$ cat src/rtl/spi_pkg.sv
// Shared constants and state type for the SPI responder.
package spi_pkg;

    localparam int SPI_DATA_WIDTH  = 32;
    localparam int SPI_SYNC_STAGES = 2;

    typedef enum logic {
        IDLE,
        ACTIVE
    } spi_slv_state_t;

endpackage

$ cat src/rtl/spi_sync.sv
// One synchronizer line: STAGES flops bringing an external SPI pin into the clk domain.
module spi_sync #(
    parameter int   STAGES    = 2,
    parameter logic RESET_VAL = 1'b0
) (
    input  logic clk,
    input  logic rst,
    input  logic d,
    output logic q
);

    logic [STAGES-1:0] sync_q;
    logic [STAGES-1:0] sync_d;

    always_comb begin
        sync_d = {sync_q[STAGES-2:0], d};
    end

    always_ff @(posedge clk or posedge rst) begin
        if (rst) begin
            sync_q <= {STAGES{RESET_VAL}};
        end else begin
            sync_q <= sync_d;
        end
    end

    assign q = sync_q[STAGES-1];

endmodule

$ cat src/rtl/spi_slave.sv
// SPI responder: receives a DATA_WIDTH-bit frame MSB-first on MOSI while
// returning a preloaded word on MISO; flags frames of the wrong length.
module spi_slave
    import spi_pkg::*;
#(
    parameter int DATA_WIDTH  = SPI_DATA_WIDTH,
    parameter int SYNC_STAGES = SPI_SYNC_STAGES
) (
    input  logic                  clk,
    input  logic                  rst,
    input  logic [DATA_WIDTH-1:0] tx_data,
    input  logic                  tx_load,
    output logic [DATA_WIDTH-1:0] rx_data,
    output logic                  rx_valid,
    output logic                  frame_err,
    output logic                  busy,
    input  logic                  spi_clk,
    input  logic                  cs_n,
    input  logic                  spi_i,
    output logic                  spi_o
);

    localparam int CNT_W = $clog2(DATA_WIDTH + 2);
    localparam logic [CNT_W-1:0] CNT_FULL = CNT_W'(DATA_WIDTH);
    localparam logic [CNT_W-1:0] CNT_SAT  = CNT_W'(DATA_WIDTH + 1);

    logic sclk_s, cs_s, mosi_s;
    logic rise, fall, cs_fall, cs_rise;

    logic                  sclk_prev_q, sclk_prev_d;
    logic                  cs_prev_q, cs_prev_d;
    spi_slv_state_t        state_q, state_d;
    logic [CNT_W-1:0]      bit_cnt_q, bit_cnt_d;
    logic [DATA_WIDTH-1:0] rx_shift_q, rx_shift_d;
    logic [DATA_WIDTH-1:0] tx_shift_q, tx_shift_d;
    logic [DATA_WIDTH-1:0] tx_reg_q, tx_reg_d;
    logic [DATA_WIDTH-1:0] rx_data_q, rx_data_d;
    logic                  rx_valid_q, rx_valid_d;
    logic                  frame_err_q, frame_err_d;

    // Identical pipeline depth on all three lines keeps MOSI aligned with the clock edge.
    spi_sync #(.STAGES(SYNC_STAGES), .RESET_VAL(1'b0)) u_sync_sclk (
        .clk(clk), .rst(rst), .d(spi_clk), .q(sclk_s)
    );
    spi_sync #(.STAGES(SYNC_STAGES), .RESET_VAL(1'b1)) u_sync_cs (
        .clk(clk), .rst(rst), .d(cs_n), .q(cs_s)
    );
    spi_sync #(.STAGES(SYNC_STAGES), .RESET_VAL(1'b0)) u_sync_mosi (
        .clk(clk), .rst(rst), .d(spi_i), .q(mosi_s)
    );

    assign rise    =  sclk_s & ~sclk_prev_q;
    assign fall    = ~sclk_s &  sclk_prev_q;
    assign cs_fall = ~cs_s   &  cs_prev_q;
    assign cs_rise =  cs_s   & ~cs_prev_q;

    always_comb begin
        sclk_prev_d = sclk_s;
        cs_prev_d   = cs_s;
        state_d     = state_q;
        bit_cnt_d   = bit_cnt_q;
        rx_shift_d  = rx_shift_q;
        tx_shift_d  = tx_shift_q;
        tx_reg_d    = tx_reg_q;
        rx_data_d   = rx_data_q;
        rx_valid_d  = 1'b0;
        frame_err_d = 1'b0;

        case (state_q)
            IDLE: begin
                if (cs_fall) begin
                    tx_shift_d = tx_reg_q;
                    bit_cnt_d  = '0;
                    rx_shift_d = '0;
                    state_d    = ACTIVE;
                end else if (tx_load) begin
                    tx_reg_d = tx_data;
                end
            end
            ACTIVE: begin
                // End of frame takes priority over any SPI clock edge in the same cycle.
                if (cs_rise) begin
                    state_d = IDLE;
                    if (bit_cnt_q == CNT_FULL) begin
                        rx_data_d  = rx_shift_q;
                        rx_valid_d = 1'b1;
                    end else begin
                        frame_err_d = 1'b1;
                    end
                end else begin
                    if (rise) begin
                        rx_shift_d = {rx_shift_q[DATA_WIDTH-2:0], mosi_s};
                        if (bit_cnt_q != CNT_SAT) begin
                            bit_cnt_d = bit_cnt_q + CNT_W'(1);
                        end
                    end
                    if (fall) begin
                        tx_shift_d = tx_shift_q << 1;
                    end
                end
            end
            default: begin
                state_d = IDLE;
            end
        endcase
    end

    always_ff @(posedge clk or posedge rst) begin
        if (rst) begin
            sclk_prev_q <= 1'b0;
            cs_prev_q   <= 1'b1;
            state_q     <= IDLE;
            bit_cnt_q   <= '0;
            rx_shift_q  <= '0;
            tx_shift_q  <= '0;
            tx_reg_q    <= '0;
            rx_data_q   <= '0;
            rx_valid_q  <= 1'b0;
            frame_err_q <= 1'b0;
        end else begin
            sclk_prev_q <= sclk_prev_d;
            cs_prev_q   <= cs_prev_d;
            state_q     <= state_d;
            bit_cnt_q   <= bit_cnt_d;
            rx_shift_q  <= rx_shift_d;
            tx_shift_q  <= tx_shift_d;
            tx_reg_q    <= tx_reg_d;
            rx_data_q   <= rx_data_d;
            rx_valid_q  <= rx_valid_d;
            frame_err_q <= frame_err_d;
        end
    end

    assign busy      = (state_q == ACTIVE);
    assign spi_o     = busy ? tx_shift_q[DATA_WIDTH-1] : tx_reg_q[DATA_WIDTH-1];
    assign rx_data   = rx_data_q;
    assign rx_valid  = rx_valid_q;
    assign frame_err = frame_err_q;

endmodule

$ cat config.mk
export PLATFORM = sky130hd
export DESIGN_NAME = spi_slave
export DESIGN_NICKNAME = d
export VERILOG_FILES = /design/src/rtl/spi_pkg.sv /design/src/rtl/spi_sync.sv /design/src/rtl/spi_slave.sv
export SDC_FILE = /design/constraint.sdc
export NUM_CORES = 1
export LEC_CHECK = 0
export ABC_AREA = 1
export BUFFER_PORTS_ARGS = -buffer_cell sky130_fd_sc_hd__buf_2
export CORE_MARGIN = 1.5
export CORE_UTILIZATION = 43
export DETAILED_ROUTE_END_ITERATION = 7
export GPL_ROUTABILITY_DRIVEN = 0
export PLACE_DENSITY_LB_ADDON = 0.2
export SETUP_SLACK_MARGIN = 0.15
export SLEW_MARGIN = 30
export SYNTH_ARGS = -nofsm -noshare
export SYNTH_HDL_FRONTEND = slang
export SYNTH_SLANG_ARGS = --single-unit
$ cat constraint.sdc
create_clock -name clk -period 5.14 [get_ports clk]
set_input_delay 0.257 -clock clk [delete_from_list [all_inputs] [get_ports clk]]
set_output_delay 0.257 -clock clk [all_outputs]
set_load 0.01 [all_outputs]
==> flow_summary.ini <==
[outcome]
status = finished, violations left
violations = negative hold slack

[pwr]
peakVddDrop_mv = 0.2189
power_leakage_nw = 3.626
powerDensity_nw_per_um2 = 452.0

[sta]
relSlewSlack_pct = 43.36
setup_viol = 0
timing.final.ws_setup_ns = 2.924
hold-worst-slack_ns = -0.004801
worstMarginPinSlew_ns = 0.8496
rsz0062_at_grt = no
hold_violations = 2
final_max_slew_viol_count = 0
clock_skew_ns = 0.005417
period_needed_ns = 2.216
clock.fmax_ghz = 0.4513
fin_crit_sh_pct = 43.11
finalSetupTns_ns = 0

[clock_network]
cts_sinks = 145
cts_buffer_depth = 2
cts-root-buf = clkbuf_16
clk-insertion-delay-late_ns = 0.42
cts_setup_buffers = 0
htreeDepth = 4
clk_pin_slew_ns = 0.06
cts_buffers = 17
cts_tree = yes

[grt]
grt_pass1_vias = 4220
antenna_found_initial = 0
grt_start_max_net_pins = 98
track_usage_pct = 17.43
grt-ovfl-total = 0
grt_pass1_wl_um = 19880

[logic_synthesis]
ys_async_sr_fraction_pct = 100.0
synth_seq_area_share_pct = 61.45
yosysUniqueCellTypes = 20
avgSynthCellArea_um2 = 9.250
yosys_warnings = 0
synth_nets = 680
ys_ff_latch = 145
syn_inst = 639
synth-edff-count = 0
ys.flop_type = dfrtp_1
synth_area_um2 = 5911

[detailed_routing]
vias_per_cell = 4.782
routed_wl_um = 11440
drcViolationCount = 0
first_iter_violations = 300
drt_first_pass_iters = 4
ant_nets = 0
vias = 4256
wl_per_cell_um = 12.86

[die]
die_y_um = 120.2
rows = 42
ios = 74
fp.dieW_um = 120.2
start_util_pct = 44.28
coreArea_um2 = 13350
dieArea_um2 = 14460

[critical_path]
worst_path_max_delay_cell = dfrtp_4
critPathArrivalTime_ns = 2.57
cp-end-kind = register
crit_chain = inv_2 -> nor2_1 -> nand2_2 -> inv_2 -> nand2_1 -> nand2_1
path_max_fanout = 33
critPathMaxStageDelay_ns = 0.68
crit_type = register to register
start_kind = register
required_ns = 5.50

[placement]
post_dp_cell_area_um2 = 6340
dpl.hpwl_um = 6829
io_buffer_count = 73
pre_cts_ws_ns = 2.434
place_inst = 854

[layout]
drive_gt1_share_pct = 16.95
layout_common_cells = nand2_1 (281), dfrtp_1 (141), buf_2 (73)
antenna_cells = 0
nets = 742
stdcell_area_um2 = 6999
synthToLayoutAreaGrowth_pct = 18.42
layout.cells.non_filler = 890
layout_commonest_cell = nand2_1

[run]
max-cap-violations = 0

[min_path]
hp-class = primary input to async pin
-- logic make-up after synthesis --
logic type / share of synthesized area (%)
buffers and inverters: 4.022
and+or+nand+nor: 22.44
DFF: 61.45
AOI/OAI and AO/OA: 6.224
muxes: 5.080
adders and majority gates: 0.6351
xor gates and xnor gates: 0.1482
-- where the power goes --
group          leakage, nW  switching (W)  internal (W)
sequential            1.91       0.000138       0.00135
clock                0.288       0.000451      0.000760
combinational         1.43       0.000281      0.000183
-- path summary, 6_finish.rpt --
| kind | to | depth (start not counted) | slack, ns | start |
|---|---|---|---|---|
| worst min register to register | u_sync_mosi.sync_q[1] | 0 | 0.36 | u_sync_mosi.sync_q[0] |
| min in group clk | tx_reg_q[11] | 3 | 0.06 | tx_data[11] |
| worst max register to register | rx_data[6] | 6 | 2.92 | busy |
| max in group asynchronous | busy | 3 | 3.92 | rst |
| worst min-delay path | tx_shift_q[25] | 2 | -0.005 | rst |
| worst max-delay path | rx_data[6] | 6 | 2.92 | busy |
-- synthesized netlist by cell type, types with 2 or more instances --
master / instances / area share, %
dfstp_2: 3 / 1.3
clkbuf_1: 12 / 0.76
dfrtp_1: 142 / 60
nand3_1: 38 / 3.2
inv_2: 2 / 0.13
inv_1: 12 / 0.76
ha_1: 3 / 0.64
nand2_1: 282 / 18
nor2_1: 11 / 0.70
buf_2: 16 / 1.4
o21ai_1: 33 / 2.8
o21ai_0: 37 / 3.1
a21oi_1: 2 / 0.17
mux2i_1: 30 / 5.1
buf_4: 8 / 1.0
nand2_2: 4 / 0.42
-- area by class of cell --
class / instances / area [µm²]
Clock buffer: 22 / 484.2
Clock inverter: 10 / 107.6
Fill cell: 1299 / 6349
Inverter: 14 / 57.56
Multi-Input combinational cell: 444 / 2056
Sequential cell: 145 / 3636
Tap cell: 176 / 220.2
Timing Repair Buffer: 79 / 437.9
-- worst max-delay path: cells and delay by family, from the launching register on --
kind	cells	cell delay (ns)
and+or+nand+nor	4	0.76
DFF	1	0.68
buffers and inverters	2	0.70
-- stage by stage --
stage	power, W	hold WS, ns	util, %
finish	0.003164	-0.004801	52.44
global route	0.003358	0.06349	52.44
CTS	0.003190	0.05159	52.16
detailed placement	0.001965	0.3529	47.50
global placement	0.001941	0.3524	47.48
floorplan	0.001848	0.2615	-
-- per-layer routing --
metal,wire [µm],up-vias,global-route usage [%]
li1,-,2167,-
met1,5408,1977,22.14
met2,5318,93,28.68
met3,513,19,4.245
met4,203,0,7.279
met5,0,-,0
-- sequential cells by signal, summed over array words and instances, names as in the netlist --
signal	cells
rx_data	32
u_sync_sclk.sync_q	2
cs_prev_q	1
tx_shift_q	32
rx_valid	1
tx_reg_q	32
busy	1
u_sync_mosi.sync_q	2
sclk_prev_q	1
rx_shift_q	32
frame_err	1
u_sync_cs.sync_q	2
bit_cnt_q	6
-- what timing repair did --
| item | CTS | global route |
|---|---|---|
| resized for setup | 0 | 0 |
| hold endpoints to repair | 3 | 0 |
| hold buffers | 3 | 0 |
Power figures use the tool's default switching activity.
